===== src/rtl/mouse_pkg.sv =====
// Shared constants, packet record and delta-decoding helpers for the mouse position tracker.
package mouse_pkg;

    localparam int BTN_L  = 0;
    localparam int BTN_R  = 1;
    localparam int BTN_M  = 2;
    localparam int X_SIGN = 4;
    localparam int Y_SIGN = 5;
    localparam int X_OVF  = 6;
    localparam int Y_OVF  = 7;

    localparam int DELTA_W = 9;

    localparam logic [DELTA_W-1:0] DELTA_POS_SAT  = 9'h0FF;
    localparam logic [DELTA_W-1:0] DELTA_NEG_SAT  = 9'h100;
    localparam logic [7:0]         OVF_COUNT_MAX  = 8'hFF;

    typedef struct packed {
        logic [3:0]         status;
        logic               ovf;
        logic [DELTA_W-1:0] dx;
        logic [DELTA_W-1:0] dy;
        logic [DELTA_W-1:0] dz;
    } packet_t;

    // An overflowed axis reports the extreme value in the direction of its sign bit.
    function automatic logic [DELTA_W-1:0] decode_delta(input logic ovf, input logic sign,
                                                        input logic [7:0] mag);
        logic [DELTA_W-1:0] d;
        if (ovf) begin
            if (sign) begin
                d = DELTA_NEG_SAT;
            end else begin
                d = DELTA_POS_SAT;
            end
        end else begin
            d = {sign, mag};
        end
        return d;
    endfunction

    function automatic logic [DELTA_W-1:0] negate_sat(input logic [DELTA_W-1:0] d);
        logic [DELTA_W-1:0] n;
        if (d == DELTA_NEG_SAT) begin
            n = DELTA_POS_SAT;
        end else begin
            n = ~d + 9'd1;
        end
        return n;
    endfunction

endpackage


===== src/rtl/mouse_position_tracker_if.sv =====
// Packet inputs and position/button outputs of the mouse position tracker.
interface mouse_position_tracker_if #(
    parameter int POS_WIDTH = 10
);
    logic                 SEND_INTERRUPT;
    logic [7:0]           MOUSE_STATUS_RAW;
    logic [7:0]           MOUSE_DX_RAW;
    logic [7:0]           MOUSE_DY_RAW;
    logic [7:0]           MOUSE_DZ_RAW;
    logic                 RECENTRE;
    logic [POS_WIDTH-1:0] MOUSE_X;
    logic [POS_WIDTH-1:0] MOUSE_Y;
    logic [POS_WIDTH-1:0] MOUSE_Z;
    logic [3:0]           MOUSE_STATUS;
    logic [2:0]           BTN_PRESS;
    logic [2:0]           BTN_RELEASE;
    logic                 POS_VALID;
    logic [7:0]           OVF_COUNT;

    modport master (
        output SEND_INTERRUPT, MOUSE_STATUS_RAW, MOUSE_DX_RAW, MOUSE_DY_RAW, MOUSE_DZ_RAW, RECENTRE,
        input  MOUSE_X, MOUSE_Y, MOUSE_Z, MOUSE_STATUS, BTN_PRESS, BTN_RELEASE, POS_VALID, OVF_COUNT
    );

    modport slave (
        input  SEND_INTERRUPT, MOUSE_STATUS_RAW, MOUSE_DX_RAW, MOUSE_DY_RAW, MOUSE_DZ_RAW, RECENTRE,
        output MOUSE_X, MOUSE_Y, MOUSE_Z, MOUSE_STATUS, BTN_PRESS, BTN_RELEASE, POS_VALID, OVF_COUNT
    );
endinterface


===== src/rtl/mouse_axis_accumulator.sv =====
// One axis: scaled step with non-negative sub-step remainder, then clamp or wrap into [0, LIMIT-1].
module mouse_axis_accumulator
    import mouse_pkg::*;
#(
    parameter int LIMIT       = 640,
    parameter int POS_WIDTH   = 10,
    parameter int SCALE_SHIFT = 0,
    parameter int WRAP_MODE   = 0
) (
    input  logic                 clk,
    input  logic                 rst,
    input  logic                 recentre,
    input  logic                 apply,
    input  logic [DELTA_W-1:0]   delta,
    output logic [POS_WIDTH-1:0] pos
);
    localparam int SUM_W = DELTA_W + 1;
    localparam int CW    = (POS_WIDTH + 2 > SUM_W + 1) ? POS_WIDTH + 2 : SUM_W + 1;

    localparam logic [POS_WIDTH-1:0]  CENTRE   = POS_WIDTH'(LIMIT / 2);
    localparam logic [POS_WIDTH-1:0]  TOP      = POS_WIDTH'(LIMIT - 1);
    localparam logic signed [CW-1:0]  LIM      = CW'(LIMIT);
    localparam logic [SUM_W-1:0]      REM_MASK = SUM_W'((1 << SCALE_SHIFT) - 1);

    logic [POS_WIDTH-1:0]    pos_r;
    logic [3:0]              rem_r;
    logic signed [SUM_W-1:0] sum_s;
    logic signed [SUM_W-1:0] step_s;
    logic signed [CW-1:0]    new_s;
    logic [POS_WIDTH-1:0]    next_pos_s;
    logic [3:0]              next_rem_s;

    // Arithmetic shift floors toward minus infinity, so the masked remainder stays non-negative.
    always_comb begin
        sum_s      = $signed({{(SUM_W-4){1'b0}}, rem_r}) + $signed({delta[DELTA_W-1], delta});
        step_s     = sum_s >>> SCALE_SHIFT;
        next_rem_s = 4'(sum_s & REM_MASK);
        new_s      = $signed({{(CW-POS_WIDTH){1'b0}}, pos_r})
                   + $signed({{(CW-SUM_W){step_s[SUM_W-1]}}, step_s});
        if (WRAP_MODE != 0) begin
            if (new_s[CW-1]) begin
                next_pos_s = POS_WIDTH'(new_s + LIM);
            end else if (new_s >= LIM) begin
                next_pos_s = POS_WIDTH'(new_s - LIM);
            end else begin
                next_pos_s = new_s[POS_WIDTH-1:0];
            end
        end else begin
            if (new_s[CW-1]) begin
                next_pos_s = '0;
            end else if (new_s >= LIM) begin
                next_pos_s = TOP;
            end else begin
                next_pos_s = new_s[POS_WIDTH-1:0];
            end
        end
    end

    // Recentre wins over a packet arriving in the same cycle.
    always_ff @(posedge clk or posedge rst) begin
        if (rst) begin
            pos_r <= CENTRE;
            rem_r <= 4'd0;
        end else if (recentre) begin
            pos_r <= CENTRE;
            rem_r <= 4'd0;
        end else if (apply) begin
            pos_r <= next_pos_s;
            rem_r <= next_rem_s;
        end
    end

    assign pos = pos_r;

endmodule


===== src/rtl/mouse_position_tracker.sv =====
// Two-stage PS/2 packet processor: decode deltas, then update X/Y/Z, buttons and overflow count.
module mouse_position_tracker
    import mouse_pkg::*;
#(
    parameter int POS_WIDTH   = 10,
    parameter int LIMIT_X     = 640,
    parameter int LIMIT_Y     = 480,
    parameter int LIMIT_Z     = 255,
    parameter int SCALE_SHIFT = 0,
    parameter int WRAP_MODE   = 0,
    parameter int INVERT_Y    = 1
) (
    input  logic CLK,
    input  logic RESET,
    mouse_position_tracker_if.slave bus
);
    if (SCALE_SHIFT < 0 || SCALE_SHIFT > 3) begin : g_bad_shift
        $error("mouse_position_tracker: SCALE_SHIFT must be 0..3");
    end
    if (LIMIT_X > (1 << POS_WIDTH) || LIMIT_Y > (1 << POS_WIDTH) || LIMIT_Z > (1 << POS_WIDTH)) begin : g_bad_width
        $error("mouse_position_tracker: a LIMIT does not fit in POS_WIDTH");
    end
    if (WRAP_MODE != 0 && (LIMIT_X <= (256 >> SCALE_SHIFT) || LIMIT_Y <= (256 >> SCALE_SHIFT)
                           || LIMIT_Z <= (256 >> SCALE_SHIFT))) begin : g_bad_wrap
        $error("mouse_position_tracker: wrap mode needs every LIMIT above the largest step");
    end

    packet_t              s1_pkt_s;
    packet_t              s1_pkt_r;
    logic                 s1_valid_r;
    logic [DELTA_W-1:0]   dy_raw_s;
    logic                 apply_s;
    logic [3:0]           status_r;
    logic [2:0]           btn_press_r;
    logic [2:0]           btn_release_r;
    logic                 pos_valid_r;
    logic [7:0]           ovf_count_r;
    logic [POS_WIDTH-1:0] x_pos_s;
    logic [POS_WIDTH-1:0] y_pos_s;
    logic [POS_WIDTH-1:0] z_pos_s;

    // Y is negated after decoding so the screen origin sits top-left.
    always_comb begin
        s1_pkt_s.status = bus.MOUSE_STATUS_RAW[3:0];
        s1_pkt_s.ovf    = bus.MOUSE_STATUS_RAW[X_OVF] | bus.MOUSE_STATUS_RAW[Y_OVF];
        s1_pkt_s.dx     = decode_delta(bus.MOUSE_STATUS_RAW[X_OVF], bus.MOUSE_STATUS_RAW[X_SIGN],
                                       bus.MOUSE_DX_RAW);
        dy_raw_s        = decode_delta(bus.MOUSE_STATUS_RAW[Y_OVF], bus.MOUSE_STATUS_RAW[Y_SIGN],
                                       bus.MOUSE_DY_RAW);
        if (INVERT_Y != 0) begin
            s1_pkt_s.dy = negate_sat(dy_raw_s);
        end else begin
            s1_pkt_s.dy = dy_raw_s;
        end
        s1_pkt_s.dz     = {bus.MOUSE_DZ_RAW[7], bus.MOUSE_DZ_RAW};
    end

    // Stage 1: capture the decoded packet on SEND_INTERRUPT.
    always_ff @(posedge CLK or posedge RESET) begin
        if (RESET) begin
            s1_valid_r <= 1'b0;
            s1_pkt_r   <= '0;
        end else begin
            s1_valid_r <= bus.SEND_INTERRUPT;
            if (bus.SEND_INTERRUPT) begin
                s1_pkt_r <= s1_pkt_s;
            end
        end
    end

    assign apply_s = s1_valid_r & ~bus.RECENTRE;

    // Stage 2: status, button edges and overflow count; status_r doubles as previous buttons.
    always_ff @(posedge CLK or posedge RESET) begin
        if (RESET) begin
            status_r      <= 4'd0;
            btn_press_r   <= 3'b000;
            btn_release_r <= 3'b000;
            pos_valid_r   <= 1'b0;
            ovf_count_r   <= 8'd0;
        end else begin
            pos_valid_r   <= apply_s;
            btn_press_r   <= 3'b000;
            btn_release_r <= 3'b000;
            if (apply_s) begin
                status_r      <= s1_pkt_r.status;
                btn_press_r   <= s1_pkt_r.status[BTN_M:BTN_L] & ~status_r[BTN_M:BTN_L];
                btn_release_r <= ~s1_pkt_r.status[BTN_M:BTN_L] & status_r[BTN_M:BTN_L];
                if (s1_pkt_r.ovf && (ovf_count_r != OVF_COUNT_MAX)) begin
                    ovf_count_r <= ovf_count_r + 8'd1;
                end
            end
        end
    end

    mouse_axis_accumulator #(
        .LIMIT(LIMIT_X), .POS_WIDTH(POS_WIDTH), .SCALE_SHIFT(SCALE_SHIFT), .WRAP_MODE(WRAP_MODE)
    ) u_axis_x (
        .clk(CLK), .rst(RESET), .recentre(bus.RECENTRE), .apply(s1_valid_r),
        .delta(s1_pkt_r.dx), .pos(x_pos_s)
    );

    mouse_axis_accumulator #(
        .LIMIT(LIMIT_Y), .POS_WIDTH(POS_WIDTH), .SCALE_SHIFT(SCALE_SHIFT), .WRAP_MODE(WRAP_MODE)
    ) u_axis_y (
        .clk(CLK), .rst(RESET), .recentre(bus.RECENTRE), .apply(s1_valid_r),
        .delta(s1_pkt_r.dy), .pos(y_pos_s)
    );

    mouse_axis_accumulator #(
        .LIMIT(LIMIT_Z), .POS_WIDTH(POS_WIDTH), .SCALE_SHIFT(SCALE_SHIFT), .WRAP_MODE(WRAP_MODE)
    ) u_axis_z (
        .clk(CLK), .rst(RESET), .recentre(bus.RECENTRE), .apply(s1_valid_r),
        .delta(s1_pkt_r.dz), .pos(z_pos_s)
    );

    assign bus.MOUSE_X      = x_pos_s;
    assign bus.MOUSE_Y      = y_pos_s;
    assign bus.MOUSE_Z      = z_pos_s;
    assign bus.MOUSE_STATUS = status_r;
    assign bus.BTN_PRESS    = btn_press_r;
    assign bus.BTN_RELEASE  = btn_release_r;
    assign bus.POS_VALID    = pos_valid_r;
    assign bus.OVF_COUNT    = ovf_count_r;

endmodule

===== src/flat_wrapper.sv =====
// flat-port wrapper written by rule: the top's interface ports become plain ports
module mouse_position_tracker_flat import mouse_pkg::*;
#(
    parameter int POS_WIDTH   = 10,
    parameter int LIMIT_X     = 640,
    parameter int LIMIT_Y     = 480,
    parameter int LIMIT_Z     = 255,
    parameter int SCALE_SHIFT = 0,
    parameter int WRAP_MODE   = 0,
    parameter int INVERT_Y    = 1
)
  (CLK, RESET, bus_SEND_INTERRUPT, bus_MOUSE_STATUS_RAW, bus_MOUSE_DX_RAW, bus_MOUSE_DY_RAW, bus_MOUSE_DZ_RAW, bus_RECENTRE, bus_MOUSE_X, bus_MOUSE_Y, bus_MOUSE_Z, bus_MOUSE_STATUS, bus_BTN_PRESS, bus_BTN_RELEASE, bus_POS_VALID, bus_OVF_COUNT);
  mouse_position_tracker_if #(.POS_WIDTH(POS_WIDTH)) bus_i ();
  input  logic CLK;
  input  logic RESET;
  input wire logic [$bits(bus_i.SEND_INTERRUPT)-1:0] bus_SEND_INTERRUPT;
  input wire logic [$bits(bus_i.MOUSE_STATUS_RAW)-1:0] bus_MOUSE_STATUS_RAW;
  input wire logic [$bits(bus_i.MOUSE_DX_RAW)-1:0] bus_MOUSE_DX_RAW;
  input wire logic [$bits(bus_i.MOUSE_DY_RAW)-1:0] bus_MOUSE_DY_RAW;
  input wire logic [$bits(bus_i.MOUSE_DZ_RAW)-1:0] bus_MOUSE_DZ_RAW;
  input wire logic [$bits(bus_i.RECENTRE)-1:0] bus_RECENTRE;
  output wire logic [$bits(bus_i.MOUSE_X)-1:0] bus_MOUSE_X;
  output wire logic [$bits(bus_i.MOUSE_Y)-1:0] bus_MOUSE_Y;
  output wire logic [$bits(bus_i.MOUSE_Z)-1:0] bus_MOUSE_Z;
  output wire logic [$bits(bus_i.MOUSE_STATUS)-1:0] bus_MOUSE_STATUS;
  output wire logic [$bits(bus_i.BTN_PRESS)-1:0] bus_BTN_PRESS;
  output wire logic [$bits(bus_i.BTN_RELEASE)-1:0] bus_BTN_RELEASE;
  output wire logic [$bits(bus_i.POS_VALID)-1:0] bus_POS_VALID;
  output wire logic [$bits(bus_i.OVF_COUNT)-1:0] bus_OVF_COUNT;
  assign bus_i.SEND_INTERRUPT = bus_SEND_INTERRUPT;
  assign bus_i.MOUSE_STATUS_RAW = bus_MOUSE_STATUS_RAW;
  assign bus_i.MOUSE_DX_RAW = bus_MOUSE_DX_RAW;
  assign bus_i.MOUSE_DY_RAW = bus_MOUSE_DY_RAW;
  assign bus_i.MOUSE_DZ_RAW = bus_MOUSE_DZ_RAW;
  assign bus_i.RECENTRE = bus_RECENTRE;
  assign bus_MOUSE_X = bus_i.MOUSE_X;
  assign bus_MOUSE_Y = bus_i.MOUSE_Y;
  assign bus_MOUSE_Z = bus_i.MOUSE_Z;
  assign bus_MOUSE_STATUS = bus_i.MOUSE_STATUS;
  assign bus_BTN_PRESS = bus_i.BTN_PRESS;
  assign bus_BTN_RELEASE = bus_i.BTN_RELEASE;
  assign bus_POS_VALID = bus_i.POS_VALID;
  assign bus_OVF_COUNT = bus_i.OVF_COUNT;
  mouse_position_tracker #(.POS_WIDTH(POS_WIDTH), .LIMIT_X(LIMIT_X), .LIMIT_Y(LIMIT_Y), .LIMIT_Z(LIMIT_Z), .SCALE_SHIFT(SCALE_SHIFT), .WRAP_MODE(WRAP_MODE), .INVERT_Y(INVERT_Y)) u_core (.CLK(CLK), .RESET(RESET), .bus(bus_i));
endmodule

===== config.mk =====
export PLATFORM = sky130hd
export DESIGN_NAME = mouse_position_tracker_flat
export DESIGN_NICKNAME = d
export VERILOG_FILES = /design/src/rtl/mouse_pkg.sv /design/src/rtl/mouse_position_tracker_if.sv /design/src/rtl/mouse_axis_accumulator.sv /design/src/rtl/mouse_position_tracker.sv /design/src/flat_wrapper.sv
export SDC_FILE = /design/constraint.sdc
export NUM_CORES = 1
export LEC_CHECK = 0
export ABC_AREA = 1
export BUFFER_PORTS_ARGS = -buffer_cell sky130_fd_sc_hd__buf_2
export CAP_MARGIN = 20
export CORE_ASPECT_RATIO = 2
export CORE_MARGIN = 2
export CORE_UTILIZATION = 39
export CTS_CLUSTER_DIAMETER = 30
export CTS_CLUSTER_SIZE = 24
export DETAILED_ROUTE_END_ITERATION = 12
export GPL_TIMING_DRIVEN = 0
export HOLD_SLACK_MARGIN = 0.03
export PLACE_DENSITY = 0.68
export RECOVER_POWER = 25
export SLEW_MARGIN = 10
export SYNTH_ARGS = -nofsm -noshare
export SYNTH_HDL_FRONTEND = slang
export SYNTH_HIERARCHICAL = 1
export SYNTH_SLANG_ARGS = --single-unit

===== constraint.sdc =====
create_clock -name CLK -period 2 [get_ports CLK]
set_input_delay 0.3 -clock CLK [delete_from_list [all_inputs] [get_ports CLK]]
set_output_delay 0.3 -clock CLK [all_outputs]
set_load 0.05 [all_outputs]

==> run_results.csv, run 1 <==
group,metric,value,unit
outcome,outcome,"complete, but fails checks",
outcome,violations,"setup timing",
routing,routed_wl,16.2,mm
clocking,cts.reportedPaths.clkPinSlew,60,ps
synth,ys_types,43,
power,leakage,3.90,nW
cells_and_area,final_cell_mix,"nand2_1, inv_1, buf_2",
run,cap_violations,0,
cells_and_area,num-fill-cells,1442,
synth,synthSimpleGateAreaFrac,36.7,%
clocking,cts_buffer_depth,2,
sta,maxSlewViolCount,0,
worst_hold_path,hp-class,"input port to flip-flop",
cells_and_area,area_growth,28.9,%
routing,wl_per_cell,14.4,microns
global_routing,overflow,0,
place,pre_cts_slack,-275,ps
sta,setup_viol,23,
routing,antenna_left,0,
global_routing,grt_usage,20.2,%
die,coreArea,0.0144,sq mm
routing,drc_errors,0,
die,start_util,40.0,%
sta,worst-slew-pin-transition,832,ps
sta,min_period,2150,ps
synth,synth_area,0.00577,sq mm
synth,async_flop_share,100,%
synth,synthMuxAreaShare,0,%
synth,synth_cells,809,
place,dpl.hpwl,12.4,mm
synth,synth_fa_ha_area_share,8.64,%
critical_path,path_class,"flip-flop to flip-flop",
global_routing,antenna_found_initial,0,
sta,rsz0062_at_grt,"yes",
global_routing,grt_max_degree,34,
clocking,cts_tree,"done",
synth,synth-edff-count,0,
power,peakVddDrop,0.000487,V
synth,syn_avg_cell_area,7.13,sq um
sta,holdWs,113,ps
critical_path,crit_path_max_fanout,8,
clocking,ctsRootBufferMaster,"clkbuf_16",
power,power_density,922,mW/mm^2
critical_path,crit_path_end_kind,"flip-flop",
synth,yosys.area_share.xor_xnor,2.86,%
cells_and_area,insertedDiodeCount,0,
die,core.rowCount,62,
synth,ys_seq_elements,81,
critical_path,worstPathRequired,2230,ps
synth,synth_ff_type,"dfrtp_1",
clocking,clkSinkCount,81,
routing,drt_pass1_iterations,5,
critical_path,worstPathArrival,2380,ps
place,portBuffers,83,
cells_and_area,final_nets,1003,
global_routing,grt_pass1_wl,25.5,mm
global_routing,grt_pass1_vias,5534,
routing,num_vias,5485,
clocking,numCtsBuffers,9,
routing,drt_iter0_markers,233,
critical_path,reg2reg_depth,12,
critical_path,cp-start-kind,"flip-flop",
sta,hold_viol,0,
sta,slew_headroom,44.5,%
die,die_y,176,microns
worst_hold_path,hold_depth,1,
die,dieArea,0.0158,sq mm
clocking,cts_max_level,3,
die,die_w,90.0,microns
sta,finClkSkew,7.76,ps
sta,fin_tns_setup,-2280,ps
sta,fmax,465,MHz
synth,yosysSeqAreaShare,35.4,%
cells_and_area,layout_commonest_cell,"nand2_1",
clocking,clkLatencyLatePin,340,ps
sta,post-route-period-util,107,%
sta,setup_ws,-150,ps
place,gp_congestion,0.891,
synth,yosys_warnings,6,
synth,syn-num-nets,883,
cells_and_area,final_layout_size_suffix_gt1_share,32.7,%
synth,synth_top_family_by_area,"simple AND/OR/NAND/NOR gates",
synth,synth_compound_area_share,7.57,%
routing,via_per_inst,4.87,
die,num_io_pins,85,
==> area by class of cell <==
cell class | count | area (sq um) | share of cell area, %
buffer | 7 | 35.0 | 0.471
clock buffer | 12 | 236 | 3.18
clock inverter | 4 | 28.8 | 0.387
inverter | 126 | 473 | 6.36
multi-input combinational | 596 | 3740 | 50.4
sequential | 81 | 2050 | 27.6
tap | 192 | 240 | 3.23
timing repair buffer | 108 | 619 | 8.33
==> registers in the layout (all words and copies together) (netlist names) <==
signal and count:
u_core/bus.BTN_PRESS 3, u_core/bus.BTN_RELEASE 3, u_core/bus.MOUSE_STATUS 4, u_core/bus.OVF_COUNT 8
u_core/bus.POS_VALID 1, u_core/s1_pkt_r 31, u_core/s1_valid_r 1, u_core/u_axis_x/pos 10
u_core/u_axis_y/pos 10, u_core/u_axis_z/pos 10
==> cell families (layout without fill, tap and decap cells) <==
group                    after synthesis  in the layout
flip-flops                            81             81
adder cells (fa/ha/maj)               38             38
AND/OR/NAND/NOR                      467            468
AO/OA/AOI/OAI                         72             72
buffers and inverters                133            257
XOR/XNOR                              18             18
==> timing repair <==
action | 4_1_cts | 5_1_grt
endpoints found under the hold margin | 35 | 0
resized for setup | 33 | 62
buffers inserted | 15 | 8
pin swaps | 20 | 26
hold buffers | 1 | 0
setup endpoints to repair | 26 | 28
gates cloned | 1 | 0
==> layer usage <==
layer / vias up / wire (microns) / track usage, %
met5: - / 0 / 0
met4: 0 / 783 / 12.9
met3: 46 / 495 / 2.01
met2: 127 / 9320 / 40.4
met1: 2557 / 5590 / 19.2
li1: 2755 / - / -
==> through the flow <==
stage	total power (W)	cells	area (sq um)	utilization, %
floorplan	0.00420	809	5890	-
global placement	0.00480	1084	6550	45.4
detailed placement	0.00484	1085	6570	45.5
CTS	0.00659	1118	7110	49.3
global route	0.00730	1126	7430	51.5
finish	0.00685	1126	7430	51.5
==> critical path: stages (launching register included) <==
cell	delay, ps
dfrtp_2	470
ha_4	330
inv_1	70
nor3_1	260
nand2_2	110
nand2_4	80
inv_2	30
nand2_2	70
nand3_4	90
o21bai_4	300
nand2_1	100
nand2_1	70
nand2_1	50
==> power by group <==
| group | leakage, nW | switching (W) | total (W) | internal, W |
|---|---|---|---|---|
| Sequential | 0.981 | 0.000245 | 0.00213 | 0.00188 |
| Clock | 0.123 | 0.000667 | 0.00151 | 0.000844 |
| Combinational | 2.80 | 0.00210 | 0.00322 | 0.00112 |
| Total | 3.90 | 0.00301 | 0.00685 | 0.00384 |
==> path summary, 6_finish.rpt <==
check / startpoint / to / slack, ps
worst max-delay path: u_core/s1_pkt_r[17] / u_core/u_axis_y/pos[2] / -150
worst min-delay path: bus_SEND_INTERRUPT / u_core/s1_valid_r / 110
worst max register to register: u_core/s1_pkt_r[17] / u_core/u_axis_y/pos[2] / -150
worst min register to register: u_core/bus.MOUSE_STATUS[1] / u_core/bus.BTN_PRESS[1] / 440
max in group asynchronous: RESET / u_core/bus.MOUSE_STATUS[2] / 610
min in group asynchronous: RESET / u_core/u_axis_z/pos[9] / 570
==> cells in the mapped netlist, types with 2 or more instances <==
cell type / number / share of area (%)
nand3_2: 9 / 1.6
clkinv_1: 2 / 0.13
a21oi_1: 40 / 3.5
a31oi_1: 2 / 0.22
nand3_1: 35 / 3.0
nor3_1: 8 / 0.69
xnor2_1: 2 / 0.30
dfstp_2: 13 / 5.9
o21ai_0: 8 / 0.69
o21ai_1: 7 / 0.61
or2_2: 2 / 0.22
inv_2: 5 / 0.33
ha_1: 35 / 7.6
o21ai_2: 8 / 1.2
nand4_1: 8 / 0.87
fa_1: 3 / 1.0
clkbuf_1: 3 / 0.20
nor2_4: 3 / 0.59
nand3_4: 2 / 0.61
nand3b_1: 7 / 0.91
nand2_2: 20 / 2.2
dfrtp_1: 68 / 30
o21bai_1: 3 / 0.39
buf_1: 2 / 0.13
nor2_1: 62 / 4.0
nand2_1: 294 / 19
xor2_1: 15 / 2.3
inv_1: 119 / 7.7
nand2_4: 3 / 0.59
nor2_2: 8 / 0.87
Note: power is estimated with default switching activity, not from simulation.
==> run 2, diff against run 1 <==
--- a/config.mk
+++ b/config.mk
@@ -17,7 +17,7 @@
 export GPL_TIMING_DRIVEN = 0
 export HOLD_SLACK_MARGIN = 0.03
 export PLACE_DENSITY = 0.68
-export RECOVER_POWER = 25
+export RECOVER_POWER = 50
 export SLEW_MARGIN = 10
 export SYNTH_ARGS = -nofsm -noshare
 export SYNTH_HDL_FRONTEND = slang
==> run 2 against run 1 <==
  * The run still ends with setup timing left
  * Wire length is essentially flat
  * Core utilization shrank 0.095 points
  * Hold slack gained 1.9 ps
  * Combinational power is essentially flat
  * Sequential power is essentially flat
  * Critical path type unchanged
==> run_results.csv, run 2 (synthesis results as in run 1) <==
group,metric,value,unit
die,core.rowCount,62,
die,dieArea,0.0158,sq mm
cells_and_area,insertedDiodeCount,0,
power,finalPower,0.00685,W
routing,via_per_inst,4.87,
global_routing,grt_pass1_vias,5534,
routing,drc_errors,0,
sta,min_period,2150,ps
sta,holdWs,115,ps
global_routing,grt_usage,20.2,%
critical_path,worst_path_most_repeated_cell,"nand2_1",
global_routing,overflow,0,
routing,wl_per_cell,14.4,microns
sta,worst-slew-pin-transition,788,ps
routing,drt_pass1_iterations,4,
clocking,cts_tree,"done",
critical_path,slowest_delay,560,ps
critical_path,crit_path_end_kind,"flip-flop",
run,cap_violations,0,
sta,hold_viol,0,
routing,num_vias,5479,
place,portBuffers,83,
die,die_y,176,microns
critical_path,worstPathRequired,2280,ps
die,coreArea,0.0144,sq mm
sta,post-route-period-util,107,%
worst_hold_path,hp-class,"input port to flip-flop",
place,placedCellCount,1085,
cells_and_area,area_growth,28.6,%
cells_and_area,fin_area,0.00742,sq mm
cells_and_area,seqCellArea,0.00205,sq mm
place,dpl.hpwl,12.4,mm
outcome,outcome,"complete, but fails checks",
critical_path,slowest_stage,"dfstp_2",
power,leakage,3.89,nW
clocking,clkLatencyLatePin,340,ps
routing,drt_iter0_markers,238,
clocking,ctsRootBufferMaster,"clkbuf_16",
cells_and_area,final_cell_mix,"nand2_1, inv_1, buf_2",
die,die_w,90.0,microns
critical_path,crit_path_max_fanout,6,
cells_and_area,layout_commonest_cell,"nand2_1",
sta,maxSlewViolCount,0,
sta,setup_viol,23,
cells_and_area,final_layout_size_suffix_gt1_share,32.5,%
place,gp_congestion,0.891,
place,dpl_cell_area,0.00657,sq mm
die,start_util,40.0,%
global_routing,grt_pass1_wl,25.5,mm
critical_path,path_class,"flip-flop to flip-flop",
power,power_density,924,mW/mm^2
global_routing,antenna_found_initial,0,
sta,slew_headroom,47.4,%
cells_and_area,num-fill-cells,1443,
routing,antenna_left,0,
routing,routed_wl,16.2,mm
clocking,clkSinkCount,81,
outcome,violations,"setup timing",
cells_and_area,regMostFlops,"u_core/s1_pkt_r",
critical_path,cp-start-kind,"flip-flop",
power,peakVddDrop,0.000486,V
clocking,cts_buffer_depth,2,
critical_path,crit_chain,"ha_1, nand2_1, nand2_2, inv_2, nand2_2, a21oi_1, inv_1, nand2_1, nand2_1, nor2_1, nand2_2, nand3_1, nand2_1, nand2_1",
sta,setup_ws,-148,ps
cells_and_area,final_cells,1126,
sta,rsz0062_at_grt,"yes",
clocking,numCtsBuffers,9,
global_routing,grt_max_degree,34,
critical_path,worstPathArrival,2430,ps
die,num_io_pins,85,
cells_and_area,final_nets,1003,
sta,fmax,465,MHz
clocking,cts.reportedPaths.clkPinSlew,60,ps
cells_and_area,largest_reg_flops,31,
cells_and_area,multi_input_comb_area,0.00374,sq mm
clocking,cts_max_level,3,
sta,finClkSkew,7.26,ps
## run 2: cell types whose count changed in the layout (fill, tap and decap cells not counted), sizes merged
cell	previous run	this run
buf	109	105
clkbuf	17	21
## run 2: layout make-up
type                            instances  area share, %
Multi-Input combinational cell        596           50.5
Inverter                              126           6.38
Clock inverter                          4          0.388
Sequential cell                        81           27.7
Buffer                                  7          0.455
Clock buffer                           12           3.19
Tap cell                              192           3.24
Timing Repair Buffer                  108           8.18
## run 2: metrics by stage
step                      worst slack (ps)  TNS, ps  utilization [%]
after floorplan                       -173    -1810                -
after global placement                -408   -23240             45.4
after detailed placement              -275    -3470             45.5
after CTS                             -129    -1450             49.3
after global routing                  -279    -5480             51.4
final                                 -148    -2270             51.4
## run 2: routing by layer
layer / track usage (%) / vias up / share of wire, %
met5: 0 / - / 0
met4: 12.9 / 0 / 4.8
met3: 2.01 / 46 / 2.9
met2: 40.4 / 128 / 58
met1: 19.2 / 2549 / 35
li1: - / 2756 / -
## run 2: final timing paths
check,start,end,slack [ps],cells after the start
hold reg to reg,u_core/bus.MOUSE_STATUS[1],u_core/bus.BTN_PRESS[1],440,1
hold / removal,bus_SEND_INTERRUPT,u_core/s1_valid_r,110,1
setup / recovery,u_core/u_axis_z/pos[3],u_core/u_axis_z/pos[2],-150,14
min in group asynchronous,RESET,u_core/u_axis_z/pos[9],570,3
setup reg to reg,u_core/u_axis_z/pos[3],u_core/u_axis_z/pos[2],-150,14
max in group asynchronous,RESET,u_core/bus.MOUSE_STATUS[2],270,4
## run 2: where the power goes
group,switching [W],leakage [nW],internal (W)
registers,0.000244,0.981,0.00188
logic,0.00210,2.79,0.00111
clock network,0.000671,0.123,0.000845
## run 2: critical path: cells and delay by family (launching register included)
family,cells,cell delay (ps)
AO/OA/AOI/OAI,1,220
adder cells (fa/ha/maj),1,310
buffers and inverters,2,130
flip-flops,1,560
AND/OR/NAND/NOR,10,860
## run 2: repair_timing
item,CTS,global route
cloned,1,0
setup buffers,15,8
resized for setup,33,62
pin swaps,20,26
hold buffers,1,0
endpoints found under the setup margin,26,28
hold endpoints to repair,35,0
==> run 3, diff against run 2 <==
--- a/config.mk
+++ b/config.mk
@@ -9,7 +9,7 @@
 export BUFFER_PORTS_ARGS = -buffer_cell sky130_fd_sc_hd__buf_2
 export CAP_MARGIN = 20
 export CORE_ASPECT_RATIO = 2
-export CORE_MARGIN = 2
+export CORE_MARGIN = 10
 export CORE_UTILIZATION = 39
 export CTS_CLUSTER_DIAMETER = 30
 export CTS_CLUSTER_SIZE = 24
==> run 3 against run 2 <==
  * First-iteration DRC count down 21%
  * Sequential share of layout area down 0.13 points
  * Highest routed layer unchanged
  * Clock skew about the same
  * Cell count up 0.53%
  * Clock-buffer cell count down 1
  * Fmax up 0.17%
  * Non-clock buffer count up 6
  * Critical endpoint is now u_core/u_axis_z/pos[1]
  * Combinational power down 1%
  * Register-to-register slack about the same
  * The flow still finishes with violations (setup timing)
  * Setup slack better by 3.7 ps
==> run_results.csv, run 3 (synthesis results as in run 1) <==
group,metric,value,unit
die,die_w,106,microns
clocking,cts_tree,"done",
routing,drt_iter0_markers,189,
cells_and_area,final_layout_size_suffix_gt1_share,32.0,%
worst_hold_path,hold_path_startpoint,"bus_SEND_INTERRUPT",
cells_and_area,insertedDiodeCount,0,
cells_and_area,seqCellArea,0.00206,sq mm
routing,routed_wl,16.6,mm
critical_path,worstPathArrival,2410,ps
cells_and_area,num-fill-cells,1464,
die,num_io_pins,85,
sta,hold_viol,0,
power,intPower,0.00397,W
critical_path,path_class,"flip-flop to flip-flop",
sta,fmax,466,MHz
routing,via_per_inst,4.87,
cells_and_area,regMostFlops,"u_core/s1_pkt_r",
worst_hold_path,hp-class,"input port to flip-flop",
clocking,clkSinkCount,81,
critical_path,crit_path_max_fanout,8,
global_routing,grt_pass1_wl,26.9,mm
cells_and_area,largest_reg_flops,31,
sta,setup_viol,19,
run,cap_violations,0,
sta,min_period,2140,ps
power,leakage,3.91,nW
cells_and_area,final_nets,1009,
clocking,numCtsBuffers,9,
power,power_density,932,mW/mm^2
die,core.rowCount,62,
critical_path,startpoint,"u_core/u_axis_z/pos[0]",
critical_path,critical_path.top_delay_family,"simple AND/OR/NAND/NOR gates",
critical_path,crit_path_end_kind,"flip-flop",
die,coreArea,0.0144,sq mm
die,die_y,192,microns
routing,num_vias,5510,
power,peakVddDrop,0.000498,V
outcome,outcome,"complete, but fails checks",
clocking,cts.reportedPaths.clkPinSlew,60,ps
global_routing,grt_usage,16.4,%
sta,slew_headroom,31.5,%
global_routing,grt_pass1_vias,5675,
place,gp_congestion,0.895,
clocking,cts_max_level,3,
routing,drc_errors,0,
place,portBuffers,83,
power,pwr-share-clk,23.9,%
cells_and_area,layout_commonest_cell,"nand2_1",
power,p_comb_share,45.6,%
power,finalPower,0.00695,W
power,power.switching,0.00298,W
critical_path,slowest_delay,550,ps
critical_path,worstPathRequired,2270,ps
cells_and_area,area_growth,29.3,%
routing,wl_per_cell,14.7,microns
critical_path,crit_chain,"ha_4, inv_2, fa_2, inv_2, nand3_2, nand2_2, nand2_2, nand2_1, nand2_1, nand2_2, nand3_4, nor2_8, nand3_1, nand2_1, nand2_1",
outcome,violations,"setup timing",
clocking,ctsRootBufferMaster,"clkbuf_16",
routing,drt_pass1_iterations,4,
cells_and_area,multi_input_comb_area,0.00371,sq mm
clocking,cts_buffer_depth,2,
sta,post-route-period-util,107,%
sta,worst-slew-pin-transition,1030,ps
sta,setup_ws,-145,ps
critical_path,slowest_stage,"dfstp_2",
place,pre_cts_slack,-295,ps
die,dieArea,0.0203,sq mm
global_routing,overflow,0,
die,start_util,40.0,%
critical_path,worst_path_most_repeated_cell,"nand2_1",
power,sw_frac_of_total,42.8,%
routing,antenna_left,0,
clocking,clkLatencyLatePin,330,ps
global_routing,grt_max_degree,28,
sta,finClkSkew,7.62,ps
power,power_frac_seq,30.5,%
critical_path,reg2reg_slack,-140,ps
global_routing,antenna_found_initial,0,
critical_path,reg2reg_from,"u_core/u_axis_z/pos[0]",
cells_and_area,final_cell_mix,"nand2_1, inv_1, buf_2",
sta,rsz0062_at_grt,"yes",
sta,maxSlewViolCount,0,
place,dpl.hpwl,13.1,mm
critical_path,cp-start-kind,"flip-flop",
critical_path,path_buf_inv,2,
run 3: cell types whose count changed in the layout (fill, tap and decap cells not counted), moves of 2 or more:
cell / change
clkinvlp_4: -2
nor2_2: +2
clkbuf_1: +4
nand2_2: -5
nand2_1: +10
buf_4: +6
nand2_4: -5
buf_2: -5
nor2_1: -3
clkinv_4: +3
run 3: metal layers:
| metal | up-vias | track usage (%) | wire, microns |
|---|---|---|---|
| met5 | - | 0 | 0 |
| met3 | 42 | 2.48 | 588 |
| met2 | 126 | 32.8 | 9560 |
| li1 | 2767 | - | - |
| met4 | 0 | 8.95 | 752 |
| met1 | 2575 | 15.1 | 5710 |
run 3: what timing repair did:
item,in CTS,in global routing
buffers inserted,18,11
endpoints found under the setup margin,26,28
endpoints found under the hold margin,17,0
resized for setup,28,62
pin swaps,21,35
gates cloned,1,0
hold buffers,1,0
run 3: layout make-up:
class | instances | area share [%]
Multi-Input combinational cell | 596 | 49.8
Sequential cell | 81 | 27.6
Timing Repair Buffer | 114 | 8.66
Inverter | 126 | 6.34
Tap cell | 192 | 3.22
Clock buffer | 11 | 3.12
Clock inverter | 5 | 0.872
Buffer | 7 | 0.453
run 3: power groups by stage:
stage / logic [W] / registers, W / clock network [W]
2_1_floorplan: 0.00161 / 0.00259 / 0
3_3_place_gp: 0.00268 / 0.00213 / 0
3_5_place_dp: 0.00272 / 0.00214 / 0
4_1_cts: 0.00294 / 0.00211 / 0.00172
5_1_grt: 0.00349 / 0.00215 / 0.00177
6_report: 0.00317 / 0.00212 / 0.00166
run 3: worst paths after layout:
| path | cells after the start | to |
|---|---|---|
| worst min register to register | 1 | u_core/bus.BTN_PRESS[2] |
| worst max register to register | 15 | u_core/u_axis_z/pos[1] |
| min in group asynchronous | 3 | u_core/u_axis_z/pos[9] |
| max in group asynchronous | 4 | u_core/s1_pkt_r[26] |
| worst min-delay path | 1 | u_core/s1_valid_r |
| worst max-delay path | 15 | u_core/u_axis_z/pos[1] |
run 3: through the flow:
stage	instance area (sq um)	std cells	util [%]	hold slack [ps]	TNS, ps
2_1_floorplan	5890	809	-	135	-1810
3_3_place_gp	6550	1084	45.4	362	-22060
3_5_place_dp	6570	1085	45.5	371	-3500
4_1_cts	7150	1121	49.5	66.3	-1570
5_1_grt	7460	1132	51.7	82.2	-8000
6_report	7460	1132	51.7	89.4	-1650
